==> config.mk <==
export PLATFORM = sky130hd
export DESIGN_NAME = s2p_frame_ctrl
export DESIGN_NICKNAME = d
export VERILOG_FILES = /design/src/rtl/s2p_pkg.sv /design/src/rtl/s2p_shift.sv /design/src/rtl/s2p_frame_ctrl.sv
export SDC_FILE = /design/constraint.sdc
export NUM_CORES = 1
export LEC_CHECK = 0
export BUFFER_PORTS_ARGS = -buffer_cell sky130_fd_sc_hd__buf_2
export CAP_MARGIN = 20
export CELL_PAD_IN_SITES_DETAIL_PLACEMENT = 0
export CELL_PAD_IN_SITES_GLOBAL_PLACEMENT = 1
export CORE_MARGIN = 3
export CORE_UTILIZATION = 40
export DETAILED_ROUTE_END_ITERATION = 16
export PLACE_DENSITY = 0.78
export SLEW_MARGIN = 20
export SYNTH_ARGS = -nofsm -noshare
export SYNTH_HDL_FRONTEND = slang
export SYNTH_HIERARCHICAL = 1
export SYNTH_SLANG_ARGS = --single-unit
==> constraint.sdc <==
create_clock -name clk -period 1.6 [get_ports clk]
set_input_delay 0 -clock clk [delete_from_list [all_inputs] [get_ports clk]]
set_output_delay 0 -clock clk [all_outputs]
set_load 0.05 [all_outputs]
==> src/rtl/s2p_pkg.sv <==
// Shared defaults and FSM encoding for the serial-to-parallel frame aligner.
package s2p_pkg;

  localparam logic [7:0] COM_DEFAULT        = 8'hBC;
  localparam int         LOCK_COUNT_DEFAULT = 4;
  localparam int         MAX_GAP_DEFAULT    = 16;

  typedef enum logic [1:0] {
    ST_SEARCH = 2'd0,
    ST_ALIGN  = 2'd1,
    ST_ACTIVE = 2'd2
  } state_t;

endpackage

==> src/rtl/s2p_shift.sv <==
// 8-bit MSB-first serial shift register feeding the frame aligner.
module s2p_shift (
  input  logic       clk,
  input  logic       reset,
  input  logic       din,
  output logic [7:0] q
);

  always_ff @(posedge clk or negedge reset) begin
    if (!reset) q <= 8'h00;
    else        q <= {q[6:0], din};
  end

endmodule

==> src/rtl/s2p_frame_ctrl.sv <==
// Byte aligner: finds COM characters in a serial stream, locks after LOCK_COUNT
// aligned COMs and emits one strobed byte per 8 bits until MAX_GAP non-COM bytes.
module s2p_frame_ctrl
  import s2p_pkg::*;
#(
  parameter logic [7:0] COM        = COM_DEFAULT,
  parameter int         LOCK_COUNT = LOCK_COUNT_DEFAULT,
  parameter int         MAX_GAP    = MAX_GAP_DEFAULT
) (
  input  logic       clk,
  input  logic       reset,
  input  logic       din,
  output logic [7:0] data_out,
  output logic       valid,
  output logic       active
);

  localparam int COM_W = $clog2(LOCK_COUNT + 1);
  localparam int GAP_W = $clog2(MAX_GAP + 1);

  logic [7:0]       w_sr;
  logic [7:0]       w_window;
  logic             w_unused_msb;
  logic             w_is_com;
  logic             w_boundary;
  logic [COM_W-1:0] w_com_inc;
  logic [GAP_W-1:0] w_gap_inc;

  state_t           r_state;
  logic [2:0]       r_bit_cnt;
  logic [COM_W-1:0] r_com_cnt;
  logic [GAP_W-1:0] r_gap_cnt;
  logic [7:0]       r_data;
  logic             r_valid;
  logic             r_active;

  state_t           w_state_nxt;
  logic [2:0]       w_bit_nxt;
  logic [COM_W-1:0] w_com_nxt;
  logic [GAP_W-1:0] w_gap_nxt;
  logic [7:0]       w_data_nxt;
  logic             w_valid_nxt;

  s2p_shift u_shift (
    .clk   (clk),
    .reset (reset),
    .din   (din),
    .q     (w_sr)
  );

  // The window includes the bit being sampled now, so a byte is seen on its 8th-bit edge.
  assign w_window     = {w_sr[6:0], din};
  assign w_unused_msb = w_sr[7];
  assign w_is_com     = (w_window == COM);
  assign w_boundary   = (r_bit_cnt == 3'd7);
  assign w_com_inc    = r_com_cnt + COM_W'(1);
  assign w_gap_inc    = r_gap_cnt + GAP_W'(1);

  always_comb begin
    w_state_nxt = r_state;
    w_bit_nxt   = r_bit_cnt + 3'd1;
    w_com_nxt   = r_com_cnt;
    w_gap_nxt   = r_gap_cnt;
    w_data_nxt  = r_data;
    w_valid_nxt = 1'b0;
    case (r_state)
      ST_SEARCH: begin
        w_bit_nxt = 3'd0;
        if (w_is_com) begin
          w_state_nxt = ST_ALIGN;
          w_com_nxt   = COM_W'(1);
        end
      end
      ST_ALIGN: begin
        if (w_boundary) begin
          if (w_is_com && (w_com_inc == COM_W'(LOCK_COUNT))) begin
            w_state_nxt = ST_ACTIVE;
            w_com_nxt   = '0;
            w_gap_nxt   = '0;
          end else if (w_is_com) begin
            w_com_nxt = w_com_inc;
          end else begin
            w_state_nxt = ST_SEARCH;
            w_com_nxt   = '0;
          end
        end
      end
      ST_ACTIVE: begin
        // The byte that exhausts the gap budget is dropped, not delivered.
        if (w_boundary) begin
          if (w_is_com) begin
            w_gap_nxt   = '0;
            w_data_nxt  = w_window;
            w_valid_nxt = 1'b1;
          end else if (w_gap_inc == GAP_W'(MAX_GAP)) begin
            w_state_nxt = ST_SEARCH;
            w_gap_nxt   = '0;
          end else begin
            w_gap_nxt   = w_gap_inc;
            w_data_nxt  = w_window;
            w_valid_nxt = 1'b1;
          end
        end
      end
      default: begin
        w_state_nxt = ST_SEARCH;
        w_com_nxt   = '0;
        w_gap_nxt   = '0;
      end
    endcase
  end

  always_ff @(posedge clk or negedge reset) begin
    if (!reset) begin
      r_state   <= ST_SEARCH;
      r_bit_cnt <= 3'd0;
      r_com_cnt <= '0;
      r_gap_cnt <= '0;
      r_data    <= 8'h00;
      r_valid   <= 1'b0;
      r_active  <= 1'b0;
    end else begin
      r_state   <= w_state_nxt;
      r_bit_cnt <= w_bit_nxt;
      r_com_cnt <= w_com_nxt;
      r_gap_cnt <= w_gap_nxt;
      r_data    <= w_data_nxt;
      r_valid   <= w_valid_nxt;
      r_active  <= (w_state_nxt == ST_ACTIVE);
    end
  end

  assign data_out = r_data;
  assign valid    = r_valid;
  assign active   = r_active;

endmodule

; ---- After elaboration in Yosys (flattened, before gate mapping)
; Index checks and enable logic that the tools add are counted.
[totals]
latch_bits = 0
reg_bits = 30
ramBits = 0
romBits = 0
wordCells = 56
output_inout_bits = 10
in_bits = 3
n_memories = 0
[classes]
n_div = 0
addsub = 3
eq_ne = 12
order_cmp = 0
shift = 0
n_mux = 26
multipliers = 0
n_reduce_logical = 5
bitwise_logic = 2
[ops]
columns = operator, count
row1 = $mux W5, 5
row2 = $mux W8, 2
row3 = $mux W3, 5
row4 = $pmux W5 S3, 1
row5 = $mux W2, 7
row6 = $ne A2 B2 Y1 const B, 5
row7 = $pmux W3 S3, 1
row8 = $eq A8 B8 Y1 const B, 1
row9 = $add A3 B1 Y3 const B, 2
row10 = $eq A3 B3 Y1 const B, 2
row11 = $pmux W2 S3, 1
row12 = $reduce_and A3 Y1, 2
row13 = $add A5 B1 Y5 const B, 1
row14 = $eq A5 B5 Y1 const B, 1
row15 = $eq A2 B2 Y1 const B, 2
row16 = $mux W1, 4
row17 = $reduce_and A4 Y1, 1
row18 = $eq A2 B1 Y1 const B, 1
row19 = $logic_not A2 Y1, 1
row20 = $not A1 Y1, 2
row21 = $logic_and A1 B1 Y1, 1

; ---- Logic depth before layout (Yosys ltp)
[depth]
ltp_word = 7
mapped_depth = 7

; ---- Cells and area by module
; The synthesis kept the hierarchy.
[modules_own_cells]
columns = mod, cells_per_inst, instances, area_per_inst_um2
row1 = s2p_frame_ctrl, 108, 1, 1171.1
row2 = s2p_shift, 8, 1, 200.2

; ---- Least setup slack after synthesis
; No wires, ideal clock.
[synth_path]
path_type = register to register
start = register u_shift.q[5]
end = register r_data[2], in the netlist data_out[2]
required_time_ns = 1.475
arrival_ns = 1.602
path_slack_ns = -0.127
path_buffers = 1
stages_incl_launch_ff = 6
path_cell_list = dfrtp_1 nand2b_1 or4_4 a31o_1 buf_6 mux2_4
[synth_between]
elab_chain_cells = 3
elab_cells_between_ends = 4
cone_classes = eq/ne: 2 / mux: 1 / reduce/logical: 1
[synth_rtl]
columns = element, line
row1 = from (decl), s2p_shift.sv:6  ; output logic [7:0] q
row2 = from (signal assigned), s2p_shift.sv:11  ; else q <= {q[6:0], din};
row3 = $eq A8 B8 Y1 *, s2p_frame_ctrl.sv:54  ; assign w_is_com = (w_window == COM);
row4 = $ne A2 B2 Y1 (no source line), --
row5 = $reduce_and A3 Y1 (no source line), --
row6 = to (signal assigned), s2p_frame_ctrl.sv:127  ; r_data <= w_data_nxt;
row7 = to (decl), s2p_frame_ctrl.sv:33  ; logic [7:0] r_data;
; Every way passes the cells marked *; elsewhere a longest branch is shown, timed or not.
; A chain may end at the register's enable or synchronous reset.

; ---- Worst setup path after layout
[layout_path]
start = register u_shift.q[5]
end = register r_data[3], in the netlist data_out[3]
; Same word-level chain as after synthesis.

==> qor.txt <==
outcome: finished with violations
violations in the final reports: setup timing
area grow syn2layout: 32.9%
initial DRC count: 45
last element of the critical path: data_out[3]
Syn Nets: 123
initial standard-cell utilization of the core: 43.0%
die extent in y: 64.0 um
type of origin of the critical path: flop
# diodes: 0
Setup Viol. Count Final: 12
Cell Count Post-Placement: 188
CTS tree: done
final-stage net count: 165
Syn Inst Count: 115
flop-to-flop setup slack: -0.15 ns
maximum fanout encountered on the critical timing path: 5
Clock Skews: 0.00693 ns
mean cell area of the mapped netlist: 11.7 um2
pin slew with the least headroom to its limit: 0.644 ns
critical path data arrival time: 1.98 ns
final setup slack of the worst path: -0.152 ns
Max-cap violations: 0
count of pins over their slew limit: 0
Inserted Clock Buffers: 5
final cell count without fillers: 202
area of the core region: 3130 um2
hold crit path type: primary input to async pin
ratio of cells with drive above 1 in the final layout: 40.5%
worst IR drop on VDD: 0.753 mV
Power Dens Cells: 1030 nW/um2
TNS Setup: -1.23 ns
area of the die: 4100 um2
wire length of the first global-routing pass: 4890 um
leakage power total: 0.874 nW
maximum number of pins on one net before global-route repair: 31
Longest Clk Path Bufs: 2
Worst Hold Slack: 0.213 ns
first drt pass iteration count: 4
post-route DRC violation count: 0
hold violation total from the final report: 0
chip width: 64.0 um
Routed WL: 2970 um
critical path launch point: u_shift/q[5]
number of antenna-violating nets in the routed design: 0
Crit. End Element: flop
number of antenna violations at the first check in global routing: 0
number of global-route vias before repair: 1039
insertion delay to the later sink of the worst-skew pair: 0.33 ns
path depth of the worst reg2reg path: 4
startpoint of the worst-slack reg-to-reg timing path: u_shift/q[5]
library cell used as clock root buffer: sky130_fd_sc_hd__clkbuf_4
total routing usage reported by global routing: 15.8%
setup repair after global routing missed its margin: true
Placement Rows: 20
Worst Setup Path Type: flop to flop
clk sink count: 30
required time of the critical path: 1.82 ns
share of the clock period used by the worst path: 109%
RR Endpoint: data_out[3]
detail-routed via count per cell: 5.10
CTS clk-pin slew, worst paths: 0.10 ns
HPWL Detailed: 1980 um
FILL cells: 272
average wire length per cell after detail routing: 14.7 um
count of H-tree levels built during CTS: 2
gpl congestion: 0.750
GRT overflow: 0
I/O pin cnt: 13
netlist area before placement: 1350 um2
remaining max-slew budget at the tightest pin: 57.1%
shortest period the worst path allows: 1.75 ns
Final Total Pwr: 1.84 mW
total via count after detailed routing: 1030
maximum achievable frequency: 571 MHz
count of yosys warnings during synthesis: 6
number of buffers inserted by port buffering: 12
layout by cell type, fill, tap and decap left out, types with 2 or more instances in the layout:
master / count
sky130_fd_sc_hd__dlygate4sd3_1: 2
sky130_fd_sc_hd__nand2_1: 6
sky130_fd_sc_hd__ha_1: 3
sky130_fd_sc_hd__buf_2: 12
sky130_fd_sc_hd__dfrtp_1: 30
sky130_fd_sc_hd__and3_1: 3
sky130_fd_sc_hd__buf_6: 2
sky130_fd_sc_hd__o21ai_1: 2
sky130_fd_sc_hd__nor2b_1: 6
sky130_fd_sc_hd__a21oi_1: 5
sky130_fd_sc_hd__o21ai_0: 2
sky130_fd_sc_hd__o311ai_2: 2
sky130_fd_sc_hd__buf_4: 25
sky130_fd_sc_hd__inv_1: 5
sky130_fd_sc_hd__nor2_1: 4
sky130_fd_sc_hd__o2bb2ai_1: 2
sky130_fd_sc_hd__a32o_1: 3
sky130_fd_sc_hd__nand2b_1: 2
sky130_fd_sc_hd__nand3_1: 4
sky130_fd_sc_hd__o41ai_1: 2
sky130_fd_sc_hd__mux2_4: 5
sky130_fd_sc_hd__and2_1: 2
sky130_fd_sc_hd__clkbuf_4: 5
sky130_fd_sc_hd__o211ai_1: 2
worst min path at each step:
stage | startpoint | endpoint | slack (ns) | cells after the start
finish | reset | valid | 0.21 | 2
global route | reset | data_out[4] | 0.28 | 2
CTS | reset | data_out[2] | 0.24 | 2
detailed placement | reset | data_out[4] | 0.07 | 1
global placement | reset | valid | 0.05 | 1
floorplan | reset | active | -0.30 | 0
sequential cells by signal, summed over array words and instances (netlist names):
register and flops:
u_shift/q 7, data_out 8, r_bit_cnt 3, r_state 2, valid 1, active 1, r_gap_cnt 5, r_com_cnt 3
power breakdown:
group	internal, mW	total [mW]	leakage, nW	switching, mW
combinational	0.200	0.463	0.462	0.263
clock	0.213	0.476	0.0353	0.263
sequential	0.842	0.900	0.377	0.0583
stage by stage:
| stage | cell area, um2 | utilization (%) | setup slack, ns |
|---|---|---|---|
| after floorplan | 1350 | - | -0.115 |
| after global placement | 1610 | 51.6 | -0.172 |
| after detailed placement | 1610 | 51.6 | -0.217 |
| after CTS | 1740 | 55.7 | -0.142 |
| after global routing | 1790 | 57.2 | -0.181 |
| final | 1790 | 57.2 | -0.152 |
critical path, cell delays in order, from the launching register on:
cell and delay (ns):
sky130_fd_sc_hd__dfrtp_1 0.39, sky130_fd_sc_hd__nand2b_4 0.15, sky130_fd_sc_hd__or4_4 0.52, sky130_fd_sc_hd__a31o_4 0.29, sky130_fd_sc_hd__mux2_4 0.30
layer usage:
| layer | GRT usage, % | share of wire, % | up-vias |
|---|---|---|---|
| met4 | 5.66 | 1.3 | 0 |
| li1 | - | - | 503 |
| met3 | 5.80 | 4.0 | 5 |
| met5 | 0 | 0 | - |
| met1 | 20.6 | 45 | 503 |
| met2 | 23.9 | 49 | 19 |
area by class of cell:
class / count / area [um2] / share of cell area [%]
Clock buffer: 7 / 55.1 / 3.08
Clock inverter: 1 / 5.00 / 0.280
Inverter: 6 / 22.5 / 1.26
Multi-Input combinational cell: 73 / 611 / 34.1
Sequential cell: 30 / 751 / 42.0
Tap cell: 44 / 55.1 / 3.08
Timing Repair Buffer: 41 / 290 / 16.2
what timing repair did:
item	CTS	global route
endpoints found under the setup margin	16	16
hold buffers	2	0
pin swaps	1	3
setup buffers	1	2
cloned	1	0
gates resized for setup	8	6
endpoints found under the hold margin	32	0
No activity file was read; power rests on OpenSTA's default activity.
